File: src/rtl/imem_loader.sv
// Boot-time loader: assembles a byte stream into LE 32-bit words and writes them into instruction RAM.
// Latency: 4 length bytes, then 4 bytes + 1 write cycle per word (5 cycles/word at full rate).
// Backpressure: rx_ready only in LEN/DATA; deasserted during the WRITE cycle and in IDLE/DONE/ERROR.
//
// Ports:
//   clk, rst             - clock, asynchronous active-high reset
//   start                - begin a load (honoured in IDLE, DONE, ERROR only)
//   rx_data/valid/ready  - byte stream, valid/ready handshake
//   is_write/im_addr/im_inst - instruction RAM write port
//   core_hold            - hold the core (low only in DONE)
//   done/error           - outcome of the last load
//   words_loaded         - words written in the current or last load
module imem_loader #(
  parameter int             w         = 32,
  parameter int             MAX_WORDS = 2048,
  parameter logic [w-1:0]   BASE_ADDR = '0
) (
  input  logic         clk,
  input  logic         rst,
  input  logic         start,
  input  logic [7:0]   rx_data,
  input  logic         rx_valid,
  output logic         rx_ready,
  output logic         is_write,
  output logic [w-1:0] im_addr,
  output logic [w-1:0] im_inst,
  output logic         core_hold,
  output logic         done,
  output logic         error,
  output logic [w-1:0] words_loaded
);

  typedef enum logic [2:0] {
    S_IDLE,
    S_LEN,
    S_DATA,
    S_WRITE,
    S_DONE,
    S_ERROR
  } state_t;

  localparam logic [w-1:0] MAX_LEN = w'(MAX_WORDS);

  state_t       state_q, state_d;
  logic [1:0]   byte_cnt_q, byte_cnt_d;
  logic [w-1:0] len_q, len_d;
  logic [w-1:0] asm_q, asm_d;
  logic [w-1:0] words_q, words_d;
  logic         accept;

  // Outputs decode registered state only; nothing combinational from rx_valid.
  assign rx_ready     = (state_q == S_LEN) || (state_q == S_DATA);
  assign is_write     = (state_q == S_WRITE);
  assign done         = (state_q == S_DONE);
  assign error        = (state_q == S_ERROR);
  assign core_hold    = (state_q != S_DONE);
  assign im_addr      = BASE_ADDR + (words_q << 2);
  assign im_inst      = asm_q;
  assign words_loaded = words_q;

  assign accept = rx_valid && rx_ready;

  always_comb begin
    state_d    = state_q;
    byte_cnt_d = byte_cnt_q;
    len_d      = len_q;
    asm_d      = asm_q;
    words_d    = words_q;

    case (state_q)
      S_IDLE, S_DONE, S_ERROR: begin
        if (start) begin
          state_d    = S_LEN;
          byte_cnt_d = 2'd0;
          words_d    = '0;
        end
      end

      S_LEN: begin
        if (accept) begin
          // Shifting in from the top leaves the first byte in [7:0] after four bytes.
          len_d      = {rx_data, len_q[w-1:8]};
          byte_cnt_d = byte_cnt_q + 2'd1;
          if (byte_cnt_q == 2'd3) begin
            if ((len_d == '0) || (len_d > MAX_LEN)) begin
              state_d = S_ERROR;
            end else begin
              state_d = S_DATA;
            end
          end
        end
      end

      S_DATA: begin
        if (accept) begin
          asm_d      = {rx_data, asm_q[w-1:8]};
          byte_cnt_d = byte_cnt_q + 2'd1;
          if (byte_cnt_q == 2'd3) begin
            state_d = S_WRITE;
          end
        end
      end

      S_WRITE: begin
        words_d = words_q + 1'b1;
        if (words_d == len_q) begin
          state_d = S_DONE;
        end else begin
          state_d = S_DATA;
        end
      end

      default: begin
        state_d = S_IDLE;
      end
    endcase
  end

  always_ff @(posedge clk or posedge rst) begin
    if (rst) begin
      state_q    <= S_IDLE;
      byte_cnt_q <= 2'd0;
      len_q      <= '0;
      asm_q      <= '0;
      words_q    <= '0;
    end else begin
      state_q    <= state_d;
      byte_cnt_q <= byte_cnt_d;
      len_q      <= len_d;
      asm_q      <= asm_d;
      words_q    <= words_d;
    end
  end

endmodule

File: config.mk
export PLATFORM = sky130hd
export DESIGN_NAME = imem_loader
export DESIGN_NICKNAME = d
export VERILOG_FILES = /design/src/rtl/imem_loader.sv
export SDC_FILE = /design/constraint.sdc
export NUM_CORES = 1
export LEC_CHECK = 0
export BUFFER_PORTS_ARGS = -buffer_cell sky130_fd_sc_hd__buf_2
export CORE_MARGIN = 5
export CORE_UTILIZATION = 50
export CTS_BUF_LIST = sky130_fd_sc_hd__clkbuf_8 sky130_fd_sc_hd__clkbuf_16
export CTS_CLUSTER_SIZE = 25
export DETAILED_ROUTE_END_ITERATION = 10
export HOLD_SLACK_MARGIN = 0.06
export PLACE_DENSITY_LB_ADDON = 0.05
export SLEW_MARGIN = 20
export SYNTH_ARGS = -nofsm -noshare
export SYNTH_HDL_FRONTEND = slang
export SYNTH_SLANG_ARGS = --single-unit
File: constraint.sdc
create_clock -name clk -period 5.96 [get_ports clk]
set_input_delay 1.49 -clock clk [delete_from_list [all_inputs] [get_ports clk]]
set_output_delay 1.49 -clock clk [all_outputs]
set_load 0.01 [all_outputs]
* Yosys cells after proc, flatten, opt, wreduce, memory -nomap -nowiden
Cells that the tools add are included.
Word-level totals: register bits 101, output and inout bits 101
Cells by class: add/sub/neg operators 2, order comparisons 1, equality and inequality tests 14, mux-type cells 13, reduce and logical (&&, ||, !) cells 14
Operators by type and width (number):
- 32-bit case mux with 2 select lines | 1
- 32-bit by 1-bit adder with 32-bit output (second input constant) | 1
- 32-bit == test | 1
- 32-bit by 12-bit greater-than comparator with 1-bit output (second input constant) | 1
- 32-bit logical NOT | 1
- 32-bit 2-to-1 mux | 1
- 3-bit 2-to-1 mux | 7
- 3-bit case mux with 4 select lines | 1
- 3-bit by 2-bit == test with 1-bit output (second input constant) | 2
- 3-bit == test (second input constant) | 2
- 2-bit by 1-bit inequality test with 1-bit output (second input constant) | 3
- 2-bit inequality test (second input constant) | 3
- 2-bit AND reduction | 3
- 5-bit AND reduction | 1
- 2-bit 2-to-1 mux | 2
- 2-bit case mux with 2 select lines | 1
- 2-bit nonzero test | 2
- 3-bit by 1-bit == test with 1-bit output (second input constant) | 1
- 3-bit logical NOT | 1
- 3-bit inequality test (second input constant) | 1
- 3-bit AND reduction | 1
- 3-bit OR reduction | 1
- 2-bit by 1-bit adder with 2-bit output (second input constant) | 1
- 2-bit == test (second input constant) | 1
- other kinds (3) | 4

* Logic depth before layout (Yosys ltp)
Gate-level depths: netlist of the first run.
depth in word-level cells 6, mapped depth 10

* Worst setup path after synthesis of the first run
OpenSTA, ideal clock, no wires.
kind input to register, from in rx_valid, to reg state_q[2], setup time 0.076 ns, arrival 2.877 ns, required time 5.884 ns, path slack 3.007 ns, stages 7, path buffers 0, cell sequence a21oi_1 -> a21oi_1 -> o21ai_0 -> nor4_1 -> nand4_1 -> or4_1 -> o21ai_1
Between the ends: word-level cells in the longest chain between the ends 3, elaborated cells between the ends (all ways) 4
Ends and longest elaborated chain:
- from (decl) | line 22 | input logic rx_valid,
- 1-bit logical AND (*) | line 61 | assign accept = rx_valid && rx_ready;
- 2-bit inequality test (no source line)
- 5-bit AND reduction (no source line) (*)
- to (signal assigned) | line 127 | state_q <= state_d;
- to (decl) | line 44 | state_t state_q, state_d;
Every way passes the cells marked *; elsewhere a longest branch is shown, timed or not. A chain may end at the register's enable or synchronous reset.

* Final worst setup path of the first run
from reg state_q[0], to out is_write
Between the ends: word-level cells in the longest chain between the ends 1
Ends and longest elaborated chain:
- 3-bit by 2-bit == test with 1-bit output | line 53 | assign is_write = (state_q == S_WRITE);
- to (decl) | line 24 | output logic is_write,
Every way passes these cells.

==> impl_metrics.csv, run 1 <==
group,metric,value,unit
run_status,status,"finished clean",
timing,max-slew-margin-rel,48.3,%
timing,setup_violations,0,
floorplanning,die_area,13700,µm²
clocking,cts_buffer_depth,2,
layout,nets,653,
timing,fin_skew,3.61,ps
yosys,netlist.area_leader.share,44.2,%
setup_path,cpMaxStageDelayCell,"dfrtp_1",
yosys,synth_cell_types,48,
global_route,gr-total-overflow,0,
timing,hold_ws,503,ps
power_and_ir_drop,p_switching,706,µW
clocking,cts-resized-gates,0,
yosys,ys_warn_count,0,
layout,diodes,0,
power_and_ir_drop,power.total,2110,µW
timing,worst_pin_slew,769,ps
setup_path,cpPeakStageDelay,520,ps
hold_path,min_path_type,"reg2reg",
timing,slew_viol_final,0,
placement,hpwlAfterDp,10100,µm
power_and_ir_drop,powerDensity,329,nW/µm²
power_and_ir_drop,p_int,1400,µW
timing,timing.fmax,298,MHz
yosys,synth.area.top_cells,"dfrtp_1 44%, mux2_2 13%, xnor2_1 4.7%, o21ai_0 4.6%, buf_4 4.6%",
timing,setup_ws,2600,ps
timing,rsz0062_at_grt,"no",
power_and_ir_drop,seqPwrFrac,46.8,%
placement,numPortBuffers,110,
drt,drtIter0Drc,383,
clocking,hold_buffers,0,
setup_path,critPathMaxFanout,40,
power_and_ir_drop,p_leak,0.00308,µW
placement,dp_slack,2620,ps
drt,drt-total-wl,14200,µm
global_route,grt_pass1_vias,4338,
timing,fin_setup_tns,0,ps
layout,final_common_cell,"buf_2",
power_and_ir_drop,peakVddDrop,0.000173,V
yosys,synthCells,577,
drt,via_per_inst,5.80,
layout,layout_common_cells,"110 x buf_2, 101 x dfrtp_1, 65 x mux2_2, 53 x o21ai_0",
clocking,cts-root-buf,"clkbuf_16",
yosys,synth_area_per_cell,9.92,µm²
drt,antenna_left,0,
global_route,grt_max_degree,59,
drt,drc,0,
power_and_ir_drop,switching_share,33.5,%
yosys,ys_seq_elements,101,
drt,met1_length,6490,µm
clocking,clk_latency,350,ps
setup_path,path_class,"reg2out",
floorplanning,die_y,117,µm
power_and_ir_drop,clockPowerShare,27.0,%
power_and_ir_drop,p_comb_share,26.1,%
setup_path,arrival,1870,ps
clocking,htreeDepth,3,
clocking,cts_tree,"done",
drt,wl_met3,723,µm
drt,dr.pass1.iters,5,
yosys,synth-seq-area-share,44.2,%
clocking,cts_sinks,101,
yosys,syn_area,5720,µm²
drt,wl_met2,6810,µm
drt,via_count,4566,
layout,drive_gt1_share,31.2,%
global_route,grt_pass1_wl,23100,µm
timing,post-route-period-util,56.3,%
clocking,numCtsBuffers,9,
floorplanning,die_x,117,µm
timing,hold_viol,0,
floorplanning,core,11300,µm²
floorplanning,core.rowCount,39,
layout,syn_to_final_growth,11.9,%
setup_path,cp-start-kind,"flip-flop",
yosys,yosysTopAreaCell,"dfrtp_1",
clocking,clk_pin_slew_worst_paths,70,ps
setup_path,cp-end-kind,"output pin",
global_route,grt.total_usage,21.7,%
timing,period_minus_slack,3360,ps
floorplanning,io-pin-count,113,
drt,wire_per_inst,18.1,µm
placement,place.gp.congestion,0.836,
global_route,grt_antenna_before_repair,0,
floorplanning,start_util,50.6,%
drt,top_layer,"met4",
setup_path,crit_chain,"nor2b_1 > nand2_1 > buf_4 > inv_1 > buf_2",
setup_path,required,4470,ps
job,maxCapViolations,0,
clocking,cts_setup_buffers,0,
==> registers in the layout, summed over array words and instances (netlist names) <==
register	count
im_inst	32
state_q	3
len_q	32
byte_cnt_q	2
words_loaded	32
==> worst max-delay path: cells and delay by family, from the launching register on <==
family        cells  cell delay, ps
flops             1             520
buf+inv           3             650
simple gates      2             310
==> per-stage QoR <==
step | instance area, µm² | util [%] | cells
3_3_place_gp | 6120 | 54.1 | 771
3_5_place_dp | 6120 | 54.1 | 771
5_1_grt | 6410 | 56.6 | 787
2_1_floorplan | 5730 | - | 578
6_report | 6410 | 56.6 | 787
4_1_cts | 6410 | 56.6 | 787
==> synth_stat cells (all sizes together) <==
cell type	count
a211oi	3
a21o	1
a21oi	7
a22o	1
a22oi	1
a31oi	10
a41o	1
and2	6
and3	16
and3b	2
and4	8
buf	47
clkbuf	19
conb	1
dfrtp	101
ha	2
inv	5
mux2	65
mux2i	3
nand2	41
nand2b	3
nand3	16
nand4	15
nor2	42
nor2b	7
nor3	8
nor4	16
nor4b	1
o2111ai	1
o211ai	2
o21ai	54
o21bai	2
o22a	1
o22ai	1
o31a	1
o31ai	13
o41ai	2
or3	3
or4	2
xnor2	31
xor2	16
==> final cells by class <==
| class | instances | area (µm²) |
|---|---|---|
| fillers | 1072 | 4910 |
| multi-input cells | 406 | 2800 |
| flip-flops and latches | 101 | 2530 |
| repair buffers | 116 | 596 |
| clock buffers | 10 | 239 |
| well taps | 143 | 179 |
| clock inverters | 6 | 47.5 |
| inverters | 5 | 21.3 |
==> kinds of logic after synthesis <==
logic type	synth area share [%]
AOI/OAI and AO/OA	10.5
buffers and inverters	7.08
DFF	44.2
muxes	13.3
adders and majority gates	0.437
and+or+nand+nor	17.2
xor gates and xnor gates	7.19
other	0.0655
==> routing by layer <==
layer / track usage [%] / up-vias
met5: 0 / -
met1: 31.1 / 2263
li1: - / 2165
met3: 3.34 / 16
met4: 7.26 / 0
met2: 33.9 / 122
==> power groups by stage <==
stage	Sequential [µW]	Combinational, µW	Clock, µW
6_report	986	550	570
2_1_floorplan	912	469	0
5_1_grt	1000	613	611
4_1_cts	987	554	583
3_3_place_gp	997	536	0
3_5_place_dp	1000	550	0
==> worst paths after layout <==
| check | to | cells after the start | slack, ps | from |
|---|---|---|---|---|
| max | is_write | 5 | 2600 | state_q[0] |
| min | im_inst[5] | 1 | 500 | im_inst[5] |
| max reg2reg | state_q[2] | 8 | 2930 | words_loaded[0] |
| min reg2reg | im_inst[5] | 1 | 500 | im_inst[5] |
| max in group asynchronous | len_q[12] | 3 | 3620 | rst |
| min in group asynchronous | words_loaded[22] | 2 | 1280 | rst |
Power figures use the tool's default switching activity.
==> inputs of run 2 (changes only) <==
--- a/config.mk
+++ b/config.mk
@@ -5,6 +5,7 @@
 export SDC_FILE = /design/constraint.sdc
 export NUM_CORES = 1
 export LEC_CHECK = 0
+export ABC_AREA = 1
 export BUFFER_PORTS_ARGS = -buffer_cell sky130_fd_sc_hd__buf_2
 export CORE_MARGIN = 5
 export CORE_UTILIZATION = 50
==> constraint.sdc (replaced) <==
create_clock -name clk -period 3.1 [get_ports clk]
set_input_delay 0.775 -clock clk [delete_from_list [all_inputs] [get_ports clk]]
set_output_delay 0.775 -clock clk [all_outputs]
set_load 0.01 [all_outputs]
==> run 2 against run 1 <==
  * Global-route usage is 3.6 points higher
  * Via count up 33%
  * Register-to-register slack worse by 2400 ps
  * Sequential power grew 78%
  * Sequential share of layout area decreased by 3.8 points
  * Design area up 11%
  * Die area grew 7.7%
  * Area after synthesis is 8.4% higher
  * Critical path depth rose by 13
  * Power up 110%
  * Core utilization increased by 1.9 points
  * Largest power group unchanged
==> impl_metrics.csv, run 2 <==
group,metric,value,unit
run_status,status,"finished clean",
clocking,hold_buffers,0,
drt,drt-total-wl,18100,µm
yosys,netlist.area_leader.share,40.7,%
power_and_ir_drop,powerDensity,610,nW/µm²
floorplanning,die_x,121,µm
yosys,synth_cell_types,27,
layout,final_area,7090,µm²
drt,met1_length,8070,µm
yosys,synth-seq-area-share,40.7,%
setup_path,cpPeakStageDelay,430,ps
timing,timing.fmax,396,MHz
setup_path,timing.reg2reg.worst_path_depth,18,
setup_path,arrival,2780,ps
layout,fill_cells,1214,
clocking,cts_sinks,101,
yosys,yosysTopAreaCell,"dfrtp_1",
floorplanning,die_y,121,µm
clocking,cts-resized-gates,0,
yosys,synthCells,903,
floorplanning,core,12100,µm²
setup_path,critPathLaunch,"words_loaded[0]",
setup_path,crit_family,"simple AND/OR/NAND/NOR gates",
clocking,cts_setup_buffers,0,
setup_path,crit_chain,"ha_1 > nand2_2 > nor2_8 > nand2_4 > nor2_4 > nand2_1 > nand2_1 > nand2_1 > nand2_1 > nand2_1 > nor2_1 > nand2_1 > nor2_1 > nand3_1 > nand2_1 > nand2_1 > nand2_1 > nand2_1",
global_route,grt.total_usage,25.3,%
timing,rsz0062_at_grt,"no",
clocking,cts_buffer_depth,2,
yosys,syn_area,6210,µm²
power_and_ir_drop,peakVddDrop,0.000387,V
layout,drive_gt1_share,16.8,%
power_and_ir_drop,power.total,4320,µW
drt,via_per_inst,5.27,
setup_path,regToRegStartpoint,"words_loaded[0]",
timing,hold_viol,0,
timing,period_minus_slack,2530,ps
setup_path,critPathMaxFanout,12,
job,maxCapViolations,0,
global_route,grt_max_degree,57,
global_route,grt_pass1_wl,29500,µm
timing,fin_setup_tns,0,ps
setup_path,cp_common_cell,"nand2_1",
layout,final_common_cell,"nand2_1",
yosys,ys_seq_elements,101,
layout,diodes,0,
timing,worst_pin_slew,713,ps
layout,multi_input_area,2960,µm²
global_route,gr-total-overflow,0,
timing,post-route-period-util,81.5,%
drt,wl_met2,8390,µm
layout,syn_to_final_growth,14.2,%
drt,wl_met3,1140,µm
drt,via_count,6094,
drt,wire_per_inst,15.7,µm
drt,top_layer,"met4",
yosys,synth_edf_count,0,
setup_path,cpMaxStageDelayCell,"dfrtp_1",
drt,dr.pass1.iters,5,
setup_path,crit_cells,18,
clocking,clk_latency,350,ps
timing,fin_skew,8.53,ps
hold_path,min_path_type,"in2async",
drt,antenna_left,0,
setup_path,required,3350,ps
yosys,yosysMostFrequentCell,"nand2_1",
floorplanning,core.rowCount,40,
floorplanning,io-pin-count,113,
placement,place.gp.congestion,0.973,
clocking,numCtsBuffers,9,
setup_path,path_class,"reg2reg",
timing,setup_violations,0,
placement,numPortBuffers,110,
global_route,grt_antenna_before_repair,0,
global_route,grt_pass1_vias,5769,
timing,slew_viol_final,0,
yosys,synth.area.top_cells,"dfrtp_1 41%, nand2_1 18%, nand3_1 9.2%, inv_1 6.5%, o21ai_0 5.8%",
clocking,cts_tree,"done",
yosys,ys_top_cells_by_count,"292 x nand2_1, 114 x nand3_1, 108 x inv_1, 101 x dfrtp_1, 87 x nor2_1",
drt,drc,0,
yosys,ys_warn_count,0,
yosys,async_reset_ff_share,100,%
setup_path,cp-end-kind,"flip-flop",
floorplanning,die_area,14700,µm²
setup_path,r2r_slack,570,ps
placement,post_dp_cell_area,6760,µm²
clocking,cts-root-buf,"clkbuf_16",
yosys,synthFlopType,"dfrtp_1",
setup_path,cp.buffers_inverters,0,
setup_path,cp-start-kind,"flip-flop",
layout,layout_common_cells,"291 x nand2_1, 113 x nand3_1, 110 x buf_2, 107 x inv_1, 101 x dfrtp_1",
floorplanning,start_util,51.2,%
yosys,synth_area_per_cell,6.87,µm²
power_and_ir_drop,p_leak,0.00379,µW
setup_path,worstReg2RegEnd,"state_q[1]",
clocking,clk_pin_slew_worst_paths,80,ps
timing,max-slew-margin-rel,52.4,%
layout,nets,998,
placement,hpwlAfterDp,14100,µm
timing,hold_ws,452,ps
layout,regArea,2530,µm²
drt,drtIter0Drc,443,
clocking,htreeDepth,3,
run 2: through the flow:
step | setup WS, ps | cells | utilization [%]
after floorplan | 1040 | 904 | -
after global placement | 587 | 1141 | 55.8
final | 572 | 1157 | 58.5
after global routing | 243 | 1157 | 58.5
after CTS | 560 | 1157 | 58.5
after detailed placement | 575 | 1141 | 55.8
run 2: cell type report:
type,instances,area share (%)
Clock buffer,9,3.18
Clock inverter,7,1.45
Inverter,110,5.88
Multi-Input combinational cell,643,41.8
Sequential cell,101,35.7
Tap cell,168,2.97
Timing Repair Buffer,119,9.07
run 2: cell families after synthesis:
| family | share of synthesized area (%) |
|---|---|
| flops | 40.7 |
| compound gates | 8.51 |
| fa+ha+maj | 0.403 |
| simple gates | 37.1 |
| buf+inv | 11.7 |
| mux | 1.45 |
| other cells | 0.0604 |
run 2: worst reg2reg max path: stages (launching register included):
cell     delay [ps]
dfrtp_1         430
ha_1            230
nand2_2         130
nor2_8          170
nand2_4          90
nor2_4          280
nand2_1          90
nand2_1         100
nand2_1          80
nand2_1          70
nand2_1          50
nor2_1          160
nand2_1          70
nor2_1          150
nand3_1          90
nand2_1         100
nand2_1          60
nand2_1          50
nand2_1          40
run 2: worst max-delay path by stage:
stage	to
2_1_floorplan	state_q[1]
3_3_place_gp	state_q[1]
3_5_place_dp	state_q[1]
4_1_cts	state_q[1]
5_1_grt	state_q[1]
6_report	state_q[1]
run 2: metal layers:
metal	track usage (%)	vias up
li1	-	3029
met1	34.2	2798
met2	40.9	233
met3	3.68	34
met4	9.73	0
met5	0	-
run 2: power by group:
group	switching [µW]	internal, µW
Combinational	886	446
Clock	570	658
Sequential	226	1540
Total	1680	2640
